`config.mk`:
```
export PLATFORM = sky130hd
export DESIGN_NAME = seq_alu_flat
export DESIGN_NICKNAME = d
export VERILOG_FILES = /design/src/rtl/seq_alu_if.sv /design/src/rtl/seq_alu.sv /design/src/flat_wrapper.sv
export SDC_FILE = /design/constraint.sdc
export NUM_CORES = 1
export LEC_CHECK = 0
export ABC_AREA = 1
export BUFFER_PORTS_ARGS = -buffer_cell sky130_fd_sc_hd__buf_2
export CORE_ASPECT_RATIO = 0.7
export CORE_MARGIN = 5
export CORE_UTILIZATION = 36
export DETAILED_ROUTE_END_ITERATION = 8
export REMOVE_ABC_BUFFERS = 1
export SLEW_MARGIN = 20
export SYNTH_ARGS = -nofsm -noshare
export SYNTH_HDL_FRONTEND = slang
export SYNTH_SLANG_ARGS = --single-unit
```
`constraint.sdc`:
```
create_clock -name clk -period 5.25 [get_ports clk]
set_input_delay 1.575 -clock clk [delete_from_list [all_inputs] [get_ports clk]]
set_output_delay 1.575 -clock clk [all_outputs]
set_load 0.01 [all_outputs]
```
`src/rtl/seq_alu_if.sv`:
```
// Operation/result handshake bundle for seq_alu.
// The master side issues operations and consumes results; the slave side is the ALU.
interface seq_alu_if #(
  parameter int BW = 16
);
  logic          in_valid;
  logic          in_ready;
  logic [BW-1:0] in_a;
  logic [BW-1:0] in_b;
  logic [3:0]    opcode;
  logic          out_valid;
  logic          out_ready;
  logic [BW-1:0] out;
  logic [3:0]    flags;

  modport master (
    output in_valid, in_a, in_b, opcode, out_ready,
    input  in_ready, out_valid, out, flags
  );

  modport slave (
    input  in_valid, in_a, in_b, opcode, out_ready,
    output in_ready, out_valid, out, flags
  );
endinterface

```
`src/rtl/seq_alu.sv`:
```
// Sequential ALU: single-cycle ops plus an iterative shift-add multiplier.
// One result register with a valid/ready handshake; flags = {carry, overflow, negative, zero}.
module seq_alu #(
  parameter int BW = 16
) (
  input logic        clk,
  input logic        rst,
  seq_alu_if.slave   bus
);
  localparam int SW = $clog2(BW);
  localparam logic [SW-1:0] CNT_LAST = SW'(BW - 1);

  localparam logic [3:0] OP_ADD  = 4'd0;
  localparam logic [3:0] OP_SUB  = 4'd1;
  localparam logic [3:0] OP_AND  = 4'd2;
  localparam logic [3:0] OP_OR   = 4'd3;
  localparam logic [3:0] OP_XOR  = 4'd4;
  localparam logic [3:0] OP_INC  = 4'd5;
  localparam logic [3:0] OP_PSA  = 4'd6;
  localparam logic [3:0] OP_PSB  = 4'd7;
  localparam logic [3:0] OP_MUL  = 4'd8;
  localparam logic [3:0] OP_SHL  = 4'd9;
  localparam logic [3:0] OP_SHR  = 4'd10;
  localparam logic [3:0] OP_ASR  = 4'd11;
  localparam logic [3:0] OP_ADC  = 4'd12;

  typedef enum logic [0:0] {IDLE = 1'b0, MUL = 1'b1} state_t;

  // Signed overflow of a+b: same-sign operands producing an opposite-sign result.
  function automatic logic add_ovf(input logic am, input logic bm, input logic rm);
    return (am == bm) && (rm != am);
  endfunction

  // Signed overflow of a-b: different-sign operands, result sign differs from a.
  function automatic logic sub_ovf(input logic am, input logic bm, input logic rm);
    return (am != bm) && (rm != am);
  endfunction

  // Assemble {carry, overflow, negative, zero} for a result.
  function automatic logic [3:0] pack_flags(input logic c, input logic v, input logic [BW-1:0] r);
    return {c, v, r[BW-1], (r == {BW{1'b0}})};
  endfunction

  state_t          state_r, state_nx_s;
  logic [SW-1:0]   cnt_r;
  logic            done_r;
  logic [2*BW-1:0] acc_r;
  logic [2*BW-1:0] mcand_r;
  logic [BW-1:0]   mplier_r;

  logic [BW-1:0]   out_r;
  logic [3:0]      flags_r;
  logic            out_valid_r;
  logic            carry_q_r;

  logic            in_ready_s;
  logic            accept_s;
  logic            alu_load_s;
  logic            mul_load_s;
  logic            load_s;

  logic [SW-1:0]   sh_s;
  logic [BW:0]     add_s, sub_s, inc_s, adc_s;
  logic [BW:0]     shl_s, shr_s, asr_s;
  logic [BW-1:0]   alu_res_s;
  logic            alu_c_s;
  logic            alu_v_s;
  logic [BW-1:0]   load_res_s;
  logic [3:0]      load_flags_s;

  assign in_ready_s = (state_r == IDLE) && (!out_valid_r || bus.out_ready);
  assign accept_s   = bus.in_valid && in_ready_s;
  assign alu_load_s = accept_s && (bus.opcode != OP_MUL);
  // The product is final once done_r is set; it may only leave when the result register is free.
  assign mul_load_s = (state_r == MUL) && done_r && (!out_valid_r || bus.out_ready);
  assign load_s     = alu_load_s || mul_load_s;

  // All sums carry one extra bit so the carry-out falls out of bit BW.
  assign add_s = {1'b0, bus.in_a} + {1'b0, bus.in_b};
  assign sub_s = {1'b0, bus.in_a} - {1'b0, bus.in_b};
  assign inc_s = {1'b0, bus.in_a} + {{BW{1'b0}}, 1'b1};
  assign adc_s = {1'b0, bus.in_a} + {1'b0, bus.in_b} + {{BW{1'b0}}, carry_q_r};

  // Shifts run on a one-bit-extended operand so the last bit shifted out lands in the
  // extension bit; a zero shift leaves the extension at 0, giving carry 0.
  assign sh_s  = bus.in_b[SW-1:0];
  assign shl_s = {1'b0, bus.in_a} << sh_s;
  assign shr_s = {bus.in_a, 1'b0} >> sh_s;
  assign asr_s = $signed({bus.in_a, 1'b0}) >>> sh_s;

  // Single-cycle result and carry/overflow for the presented opcode.
  always_comb begin
    alu_res_s = {BW{1'b0}};
    alu_c_s   = 1'b0;
    alu_v_s   = 1'b0;
    case (bus.opcode)
      OP_ADD: begin
        alu_res_s = add_s[BW-1:0];
        alu_c_s   = add_s[BW];
        alu_v_s   = add_ovf(bus.in_a[BW-1], bus.in_b[BW-1], add_s[BW-1]);
      end
      OP_SUB: begin
        alu_res_s = sub_s[BW-1:0];
        alu_c_s   = (bus.in_a < bus.in_b);
        alu_v_s   = sub_ovf(bus.in_a[BW-1], bus.in_b[BW-1], sub_s[BW-1]);
      end
      OP_AND: alu_res_s = bus.in_a & bus.in_b;
      OP_OR:  alu_res_s = bus.in_a | bus.in_b;
      OP_XOR: alu_res_s = bus.in_a ^ bus.in_b;
      OP_INC: begin
        alu_res_s = inc_s[BW-1:0];
        alu_c_s   = inc_s[BW];
        alu_v_s   = add_ovf(bus.in_a[BW-1], 1'b0, inc_s[BW-1]);
      end
      OP_PSA: alu_res_s = bus.in_a;
      OP_PSB: alu_res_s = bus.in_b;
      OP_SHL: begin
        alu_res_s = shl_s[BW-1:0];
        alu_c_s   = shl_s[BW];
      end
      OP_SHR: begin
        alu_res_s = shr_s[BW:1];
        alu_c_s   = shr_s[0];
      end
      OP_ASR: begin
        alu_res_s = asr_s[BW:1];
        alu_c_s   = asr_s[0];
      end
      OP_ADC: begin
        alu_res_s = adc_s[BW-1:0];
        alu_c_s   = adc_s[BW];
        alu_v_s   = add_ovf(bus.in_a[BW-1], bus.in_b[BW-1], adc_s[BW-1]);
      end
      default: begin
        alu_res_s = {BW{1'b0}};
        alu_c_s   = 1'b0;
        alu_v_s   = 1'b0;
      end
    endcase
  end

  // Pick the value to load: the finished product or the single-cycle result.
  always_comb begin
    load_res_s   = alu_res_s;
    load_flags_s = pack_flags(alu_c_s, alu_v_s, alu_res_s);
    if (mul_load_s) begin
      load_res_s   = acc_r[BW-1:0];
      load_flags_s = pack_flags(1'b0, |acc_r[2*BW-1:BW], acc_r[BW-1:0]);
    end else begin
      load_res_s   = alu_res_s;
      load_flags_s = pack_flags(alu_c_s, alu_v_s, alu_res_s);
    end
  end

  // Next-state logic: enter MUL on an accepted multiply, leave when the product loads.
  always_comb begin
    state_nx_s = state_r;
    case (state_r)
      IDLE: begin
        if (accept_s && (bus.opcode == OP_MUL)) begin
          state_nx_s = MUL;
        end else begin
          state_nx_s = IDLE;
        end
      end
      MUL: begin
        if (mul_load_s) begin
          state_nx_s = IDLE;
        end else begin
          state_nx_s = MUL;
        end
      end
      default: state_nx_s = IDLE;
    endcase
  end

  // State register.
  always_ff @(posedge clk or posedge rst) begin
    if (rst) begin
      state_r <= IDLE;
    end else begin
      state_r <= state_nx_s;
    end
  end

  // Shift-add multiplier: one partial product per cycle over BW cycles, then a
  // done cycle where the product waits to enter the result register.
  always_ff @(posedge clk or posedge rst) begin
    if (rst) begin
      acc_r    <= {(2*BW){1'b0}};
      mcand_r  <= {(2*BW){1'b0}};
      mplier_r <= {BW{1'b0}};
      cnt_r    <= {SW{1'b0}};
      done_r   <= 1'b0;
    end else if (accept_s && (bus.opcode == OP_MUL)) begin
      acc_r    <= {(2*BW){1'b0}};
      mcand_r  <= {{BW{1'b0}}, bus.in_a};
      mplier_r <= bus.in_b;
      cnt_r    <= {SW{1'b0}};
      done_r   <= 1'b0;
    end else if ((state_r == MUL) && !done_r) begin
      acc_r    <= acc_r + (mplier_r[0] ? mcand_r : {(2*BW){1'b0}});
      mcand_r  <= mcand_r << 1;
      mplier_r <= mplier_r >> 1;
      if (cnt_r == CNT_LAST) begin
        done_r <= 1'b1;
      end else begin
        cnt_r <= cnt_r + {{(SW-1){1'b0}}, 1'b1};
      end
    end else if (mul_load_s) begin
      cnt_r  <= {SW{1'b0}};
      done_r <= 1'b0;
    end
  end

  // Result register: load a new result, otherwise drop valid once consumed.
  always_ff @(posedge clk or posedge rst) begin
    if (rst) begin
      out_r       <= {BW{1'b0}};
      flags_r     <= 4'b0000;
      out_valid_r <= 1'b0;
      carry_q_r   <= 1'b0;
    end else if (load_s) begin
      out_r       <= load_res_s;
      flags_r     <= load_flags_s;
      out_valid_r <= 1'b1;
      carry_q_r   <= load_flags_s[3];
    end else if (out_valid_r && bus.out_ready) begin
      out_valid_r <= 1'b0;
    end
  end

  assign bus.in_ready  = in_ready_s;
  assign bus.out       = out_r;
  assign bus.flags     = flags_r;
  assign bus.out_valid = out_valid_r;
endmodule

```
`src/flat_wrapper.sv`:
```
// flat-port wrapper written by rule: the top's interface ports become plain ports
module seq_alu_flat 
#(
  parameter int BW = 16
)
  (clk, rst, bus_in_valid, bus_in_a, bus_in_b, bus_opcode, bus_out_ready, bus_in_ready, bus_out_valid, bus_out, bus_flags);
  seq_alu_if #(.BW(BW)) bus_i ();
  input logic clk;
  input logic rst;
  input wire logic [$bits(bus_i.in_valid)-1:0] bus_in_valid;
  input wire logic [$bits(bus_i.in_a)-1:0] bus_in_a;
  input wire logic [$bits(bus_i.in_b)-1:0] bus_in_b;
  input wire logic [$bits(bus_i.opcode)-1:0] bus_opcode;
  input wire logic [$bits(bus_i.out_ready)-1:0] bus_out_ready;
  output wire logic [$bits(bus_i.in_ready)-1:0] bus_in_ready;
  output wire logic [$bits(bus_i.out_valid)-1:0] bus_out_valid;
  output wire logic [$bits(bus_i.out)-1:0] bus_out;
  output wire logic [$bits(bus_i.flags)-1:0] bus_flags;
  assign bus_i.in_valid = bus_in_valid;
  assign bus_i.in_a = bus_in_a;
  assign bus_i.in_b = bus_in_b;
  assign bus_i.opcode = bus_opcode;
  assign bus_i.out_ready = bus_out_ready;
  assign bus_in_ready = bus_i.in_ready;
  assign bus_out_valid = bus_i.out_valid;
  assign bus_out = bus_i.out;
  assign bus_flags = bus_i.flags;
  seq_alu #(.BW(BW)) u_core (.clk(clk), .rst(rst), .bus(bus_i));
endmodule
```
# ---- Word-level counts from Yosys, hierarchy flattened
# Index checks and enable logic that the tools add are counted.
dict set report op_classes {
  n_reduce_logical 25
  n_eq_ne 22
  n_mux 25
  magnitude_cmp 1
  addsub 6
  shifts 3
  bitwise_logic 5
}
# op n
set op_table {}
lappend op_table {{16-bit one-hot mux with 12 select lines} 1}
lappend op_table {{32-bit two-way mux} 5}
lappend op_table {{16-bit two-way mux} 3}
lappend op_table {{32-bit adder} 1}
lappend op_table {{16-bit zero test} 2}
lappend op_table {{4-bit == test, second input constant} 6}
lappend op_table {{4-bit two-way mux} 5}
lappend op_table {{16-bit by 1-bit adder with 17-bit output, second input constant} 1}
lappend op_table {{16-bit by 16-bit adder with 17-bit output} 1}
lappend op_table {{17-bit by 1-bit adder with 17-bit output} 1}
lappend op_table {{16-bit by 4-bit left shift with 17-bit output} 1}
lappend op_table {{17-bit by 4-bit >> shifter with 17-bit output} 1}
lappend op_table {{17-bit by 4-bit >>> shifter with 17-bit output} 1}
lappend op_table {{16-bit AND} 1}
lappend op_table {{4-bit by 3-bit == test with 1-bit output, second input constant} 4}
lappend op_table {{16-bit < comparator} 1}
lappend op_table {{16-bit bitwise OR} 1}
lappend op_table {{16-bit OR reduction} 1}
lappend op_table {{16-bit subtractor} 1}
lappend op_table {{16-bit bitwise XOR} 1}
lappend op_table {{1-bit logical AND} 12}
lappend op_table {{4-bit by 2-bit == test with 1-bit output, second input constant} 2}
lappend op_table {{1-bit two-way mux} 8}
lappend op_table {{1-bit one-hot mux with 7 select lines} 1}
lappend op_table {{other kinds (15)} 25}
dict set report word_totals {
  inputBits 40
  output_inout_bits 22
  regBits 108
}

# ---- Longest topological paths before layout
dict set report logic_depth {
  ltp_word 7
  depth_mapped 25
  depth_no_buf 22
}

# ---- Least setup slack after synthesis
# OpenSTA, ideal clock, no wires.
dict set report synth_path {
  path_kind {input port to flip-flop}
  startpoint {input port bus_in_b[1]}
  endpoint {register u_core.flags_r[0] (netlist: u_core.bus.flags[0])}
  n_path_buf 2
  cell_stages 18
  required_time_ns 5.130
  path_slack_ns 1.268
  arrival_time_ns 3.862
  path_cell_list {buf_2 -> inv_2 -> clkbuf_1 -> ha_1 -> o21ai_0 -> nand3_1 -> nand2_1 -> nand2_1 -> nand2_1 -> a21oi_1 -> o21ai_0 -> inv_1 -> nand2_1 -> nand3_1 -> nand3b_1 -> nor2_1 -> nand2_1 -> a21oi_2}
}
dict set report synth_between {
  elab_chain_len 5
  elab_cells_between_ends 12
  classes_between {3 x add/sub; 3 x shift; 2 x mux; 3 x bitwise; 1 x reduce/logical}
}
# element line
set synth_rtl {}
lappend synth_rtl {{start, declared} flat_wrapper.sv:12} ;# input wire logic [$bits(bus_i.in_b)-1:0] bus_in_b;
lappend synth_rtl {{16-bit by 16-bit adder with 17-bit output} {seq_alu.sv:79, seq_alu.sv:82}}
lappend synth_rtl {{17-bit by 1-bit adder with 17-bit output} seq_alu.sv:82} ;# assign adc_s = {1'b0, bus.in_a} + {1'b0, bus.in_b} + {{BW{1'b0}}, carry_q_r};
lappend synth_rtl {{16-bit one-hot mux with 12 select lines *} seq_alu.sv:96} ;# case (bus.opcode)
lappend synth_rtl {{16-bit zero test *} n/a}
lappend synth_rtl {{4-bit two-way mux *} seq_alu.sv:146} ;# if (mul_load_s) begin
lappend synth_rtl {{end signal, assigned} seq_alu.sv:225} ;# flags_r <= load_flags_s;
lappend synth_rtl {{end, declared} seq_alu.sv:52} ;# logic [3:0] flags_r;
# Mark *: on every way between the ends. The rest lies on a longest branch, timed or not.
# A chain may end at the register's enable or synchronous reset.

# ---- Final worst setup path
dict set report layout_path {
  startpoint {input port bus_in_b[0]}
  endpoint {register u_core.flags_r[0] (netlist: u_core.bus.flags[0])}
}
# Same word-level chain as after synthesis.

==> out/summary.txt <==
CP Capture Type: flop
Total track usage: 27.4%
DP Cell Count: 2398
Clock Power Share: 18.0%
Initial antenna violation count: 1
Fraction of layout instances using a drive strength above 1: 8.10%
Power Total: 4440 uW
Yosys warnings: 0
Total CTS buffers: 9
FF+latch count, synth: 106
PortBufs: 61
Filler cells: 3554
# clock sinks: 106
Drt initial violations: 1924
Unrepaired setup endpoints after global routing: no
Combinational Power Share: 50.1%
Syn avg cell area: 6.03 sq um
Wirelength per Cell: 21.0 um
Clock-pin slew on the worst setup and hold paths: 70 ps
Final antenna diode count: 0
Crit share post-route: 84.5%
Vias/cell: 5.67
Post-synth ARST share: 100%
Ports: 62
Core Footprint: 0.0322 sq mm
PwrDens: 345 mW/mm^2
GP Congestion: 1.04
Most frequent cells in the layout: nand2_1, inv_1, nand3_1
Number of synthesized flops with an enable pin: 0
Max-cap viol count: 0
Resized cells post-CTS: 0
Setup TNS: 0 ps
CTS tree: done
Hold Vio Cnt, Final: 0
Sequential share of power: 31.8%
F_max: 0.225 GHz
Netlist cell types: 52
Post-Synthesis Cells: 1939
# hold bufs at CTS: 0
Top_reg_cell synth: dfrtp_1
Synth top area cells: dfrtp_1, nand2_1, ha_1, nand3_1, inv_1
DRT Wirelength: 50.7 mm
Number of iterations in the first detailed-routing pass: 6
Synthesized area: 0.0117 sq mm
First-pass GRT wire length: 77.1 mm
Row count: 55
Die ar.: 0.0362 sq mm
Final min period: 4440 ps
Root buf cell: clkbuf_16
Clock Path Buffers: 2
Nets: 2110
Setup Crit Path Kind: in2reg
Non-Filler Instances: 2414
Sw Share: 47.5%
Largest net degree at the start of global routing: 49
Slew Limit Fails: 0
Worst-skew pair later-pin latency: 360 ps
Global route overflow: 0
Residual DRC: 0
Starting Density: 36.3%
Cell taking the most area after synthesis: dfrtp_1
Status: finished, final reports clean
Setup crit start kind: input port
Yosys top cell area share: 22.7%
Max FO, Critical Path: 10
Vias in the first global route: 12600
H-Tree Level Count: 3
Routed via count: 13700
Measured slew at the worst slew-check pin: 970 ps
Slew headroom: 34.6%
Post-CTS Setup Repair Bufs: 0
Worst clock skew: 8.76 ps
Sequential area share after synthesis: 22.7%
Most common cell after layout, fill and taps aside: nand2_1
Die height: 161 um
Width of the die: 225 um
Internal power: 2330 uW
DRT antenna net count: 0
HP Class: reg2reg
Leak: 0.00681 uW
Area Growth Syn to Fin: 10.1%
Final Setup Violations: 0
Worst vdd ir: 0.224 mV
P_sw: 2110 uW
Detailed Place HPWL: 40.8 mm
Critical Path RT: 5550 ps
Crit path DAT: 4730 ps
[state kept, by name, summed over array words and instances, names as in the netlist]
register	count
u_core.carry_q_r	1
u_core.cnt_r	4
u_core.acc_r	32
u_core.mplier_r	16
u_core.done_r	1
u_core.state_r	1
u_core.bus.out	15
u_core.bus.flags	3
u_core.mcand_r	32
u_core.bus.out_valid	1
[per-stage QoR]
| step | util [%] | hold slack, ps | setup WS (ps) | area (sq um) |
|---|---|---|---|---|
| finish | 40.0 | 495 | 812 | 12900 |
| global route | 40.0 | 534 | 488 | 12900 |
| CTS | 40.0 | 499 | 904 | 12900 |
| global placement | 38.9 | 475 | 525 | 12500 |
| detailed placement | 38.9 | 482 | 522 | 12500 |
| floorplan | - | 453 | 700 | 11400 |
[layer usage]
layer / part of all wire, % / wire, um / global-route usage, % / vias to the layer above
met5: 0 / 0 / 0 / -
met4: 1.7 / 863 / 5.22 / 0
met3: 13 / 6760 / 10.5 / 71
met2: 36 / 18100 / 33.9 / 727
met1: 49 / 24900 / 43.8 / 6406
li1: - / - / - / 6482
[worst paths after layout]
| check | start | end | slack [ps] | cells after the start |
|---|---|---|---|---|
| setup / recovery | bus_in_b[0] | u_core.bus.flags[0] | 810 | 17 |
| setup reg to reg | u_core.mplier_r[0] | u_core.acc_r[22] | 1850 | 13 |
| hold / removal | u_core.mcand_r[31] | u_core.mcand_r[31] | 500 | 2 |
| min in group asynchronous | rst | u_core.acc_r[30] | 1290 | 2 |
| hold reg to reg | u_core.mcand_r[31] | u_core.mcand_r[31] | 500 | 2 |
| max in group asynchronous | rst | u_core.mcand_r[10] | 3070 | 3 |
[worst max-delay path: stages]
cell     delay (ps)
buf_2           240
ha_1            440
fa_1            530
ha_1            220
inv_1            80
a21oi_1          70
o21ai_0         120
nand2_1          90
nor2_1          110
nand3_1         180
nor3_1          410
nand2_1         110
nor2_1          190
nand3_1         100
nor2_1           90
nand2_1          70
a21oi_2         110
[power groups by stage]
| stage | logic [uW] | clock network (uW) | registers [uW] |
|---|---|---|---|
| finish | 2230 | 801 | 1410 |
| global route | 2470 | 850 | 1450 |
| CTS | 2190 | 819 | 1400 |
| detailed placement | 2180 | 0 | 1410 |
| global placement | 2160 | 0 | 1410 |
| floorplan | 1360 | 0 | 1380 |
[cell families after synthesis]
kind of cell	share of synthesized area, %
multiplexers	0.257
XOR/XNOR	0.524
adder cells (fa/ha/maj)	9.61
flip-flops	22.7
buffers and inverters	11.2
AND/OR/NAND/NOR	38.8
AO/OA/AOI/OAI	16.9
[cell usage after synthesis (4+ instances only)]
| cell | n |
|---|---|
| nand2_1 | 604 |
| nand2_2 | 7 |
| inv_1 | 252 |
| nand3_1 | 199 |
| a21o_1 | 4 |
| o21a_1 | 5 |
| inv_2 | 11 |
| a22oi_1 | 11 |
| a21oi_2 | 4 |
| nor2_2 | 9 |
| o31ai_1 | 4 |
| o21bai_1 | 6 |
| o22ai_1 | 34 |
| nor4_1 | 7 |
| o21ai_0 | 104 |
| nand3_2 | 4 |
| or2_2 | 6 |
| a31oi_1 | 5 |
| nor2_1 | 175 |
| o21ai_1 | 7 |
| xor2_1 | 4 |
| clkbuf_1 | 35 |
| dfrtp_1 | 106 |
| nor3_1 | 16 |
| ha_1 | 85 |
| nand3b_1 | 4 |
| and2_1 | 7 |
| a21oi_1 | 87 |
| nand4_1 | 31 |
| o211ai_1 | 25 |
| buf_2 | 18 |
| buf_4 | 6 |
| o221ai_1 | 22 |
[area by class of cell]
cell class,instances,area [sq um],share of cell area [%]
tap,427,534,4.15
timing repair buffer,97,588,4.57
inverter,266,1010,7.81
clock buffer,10,239,1.86
multi-input combinational,1502,7740,60.1
clock inverter,6,114,0.884
sequential,106,2650,20.6
Note: power is estimated with default switching activity, not from simulation.
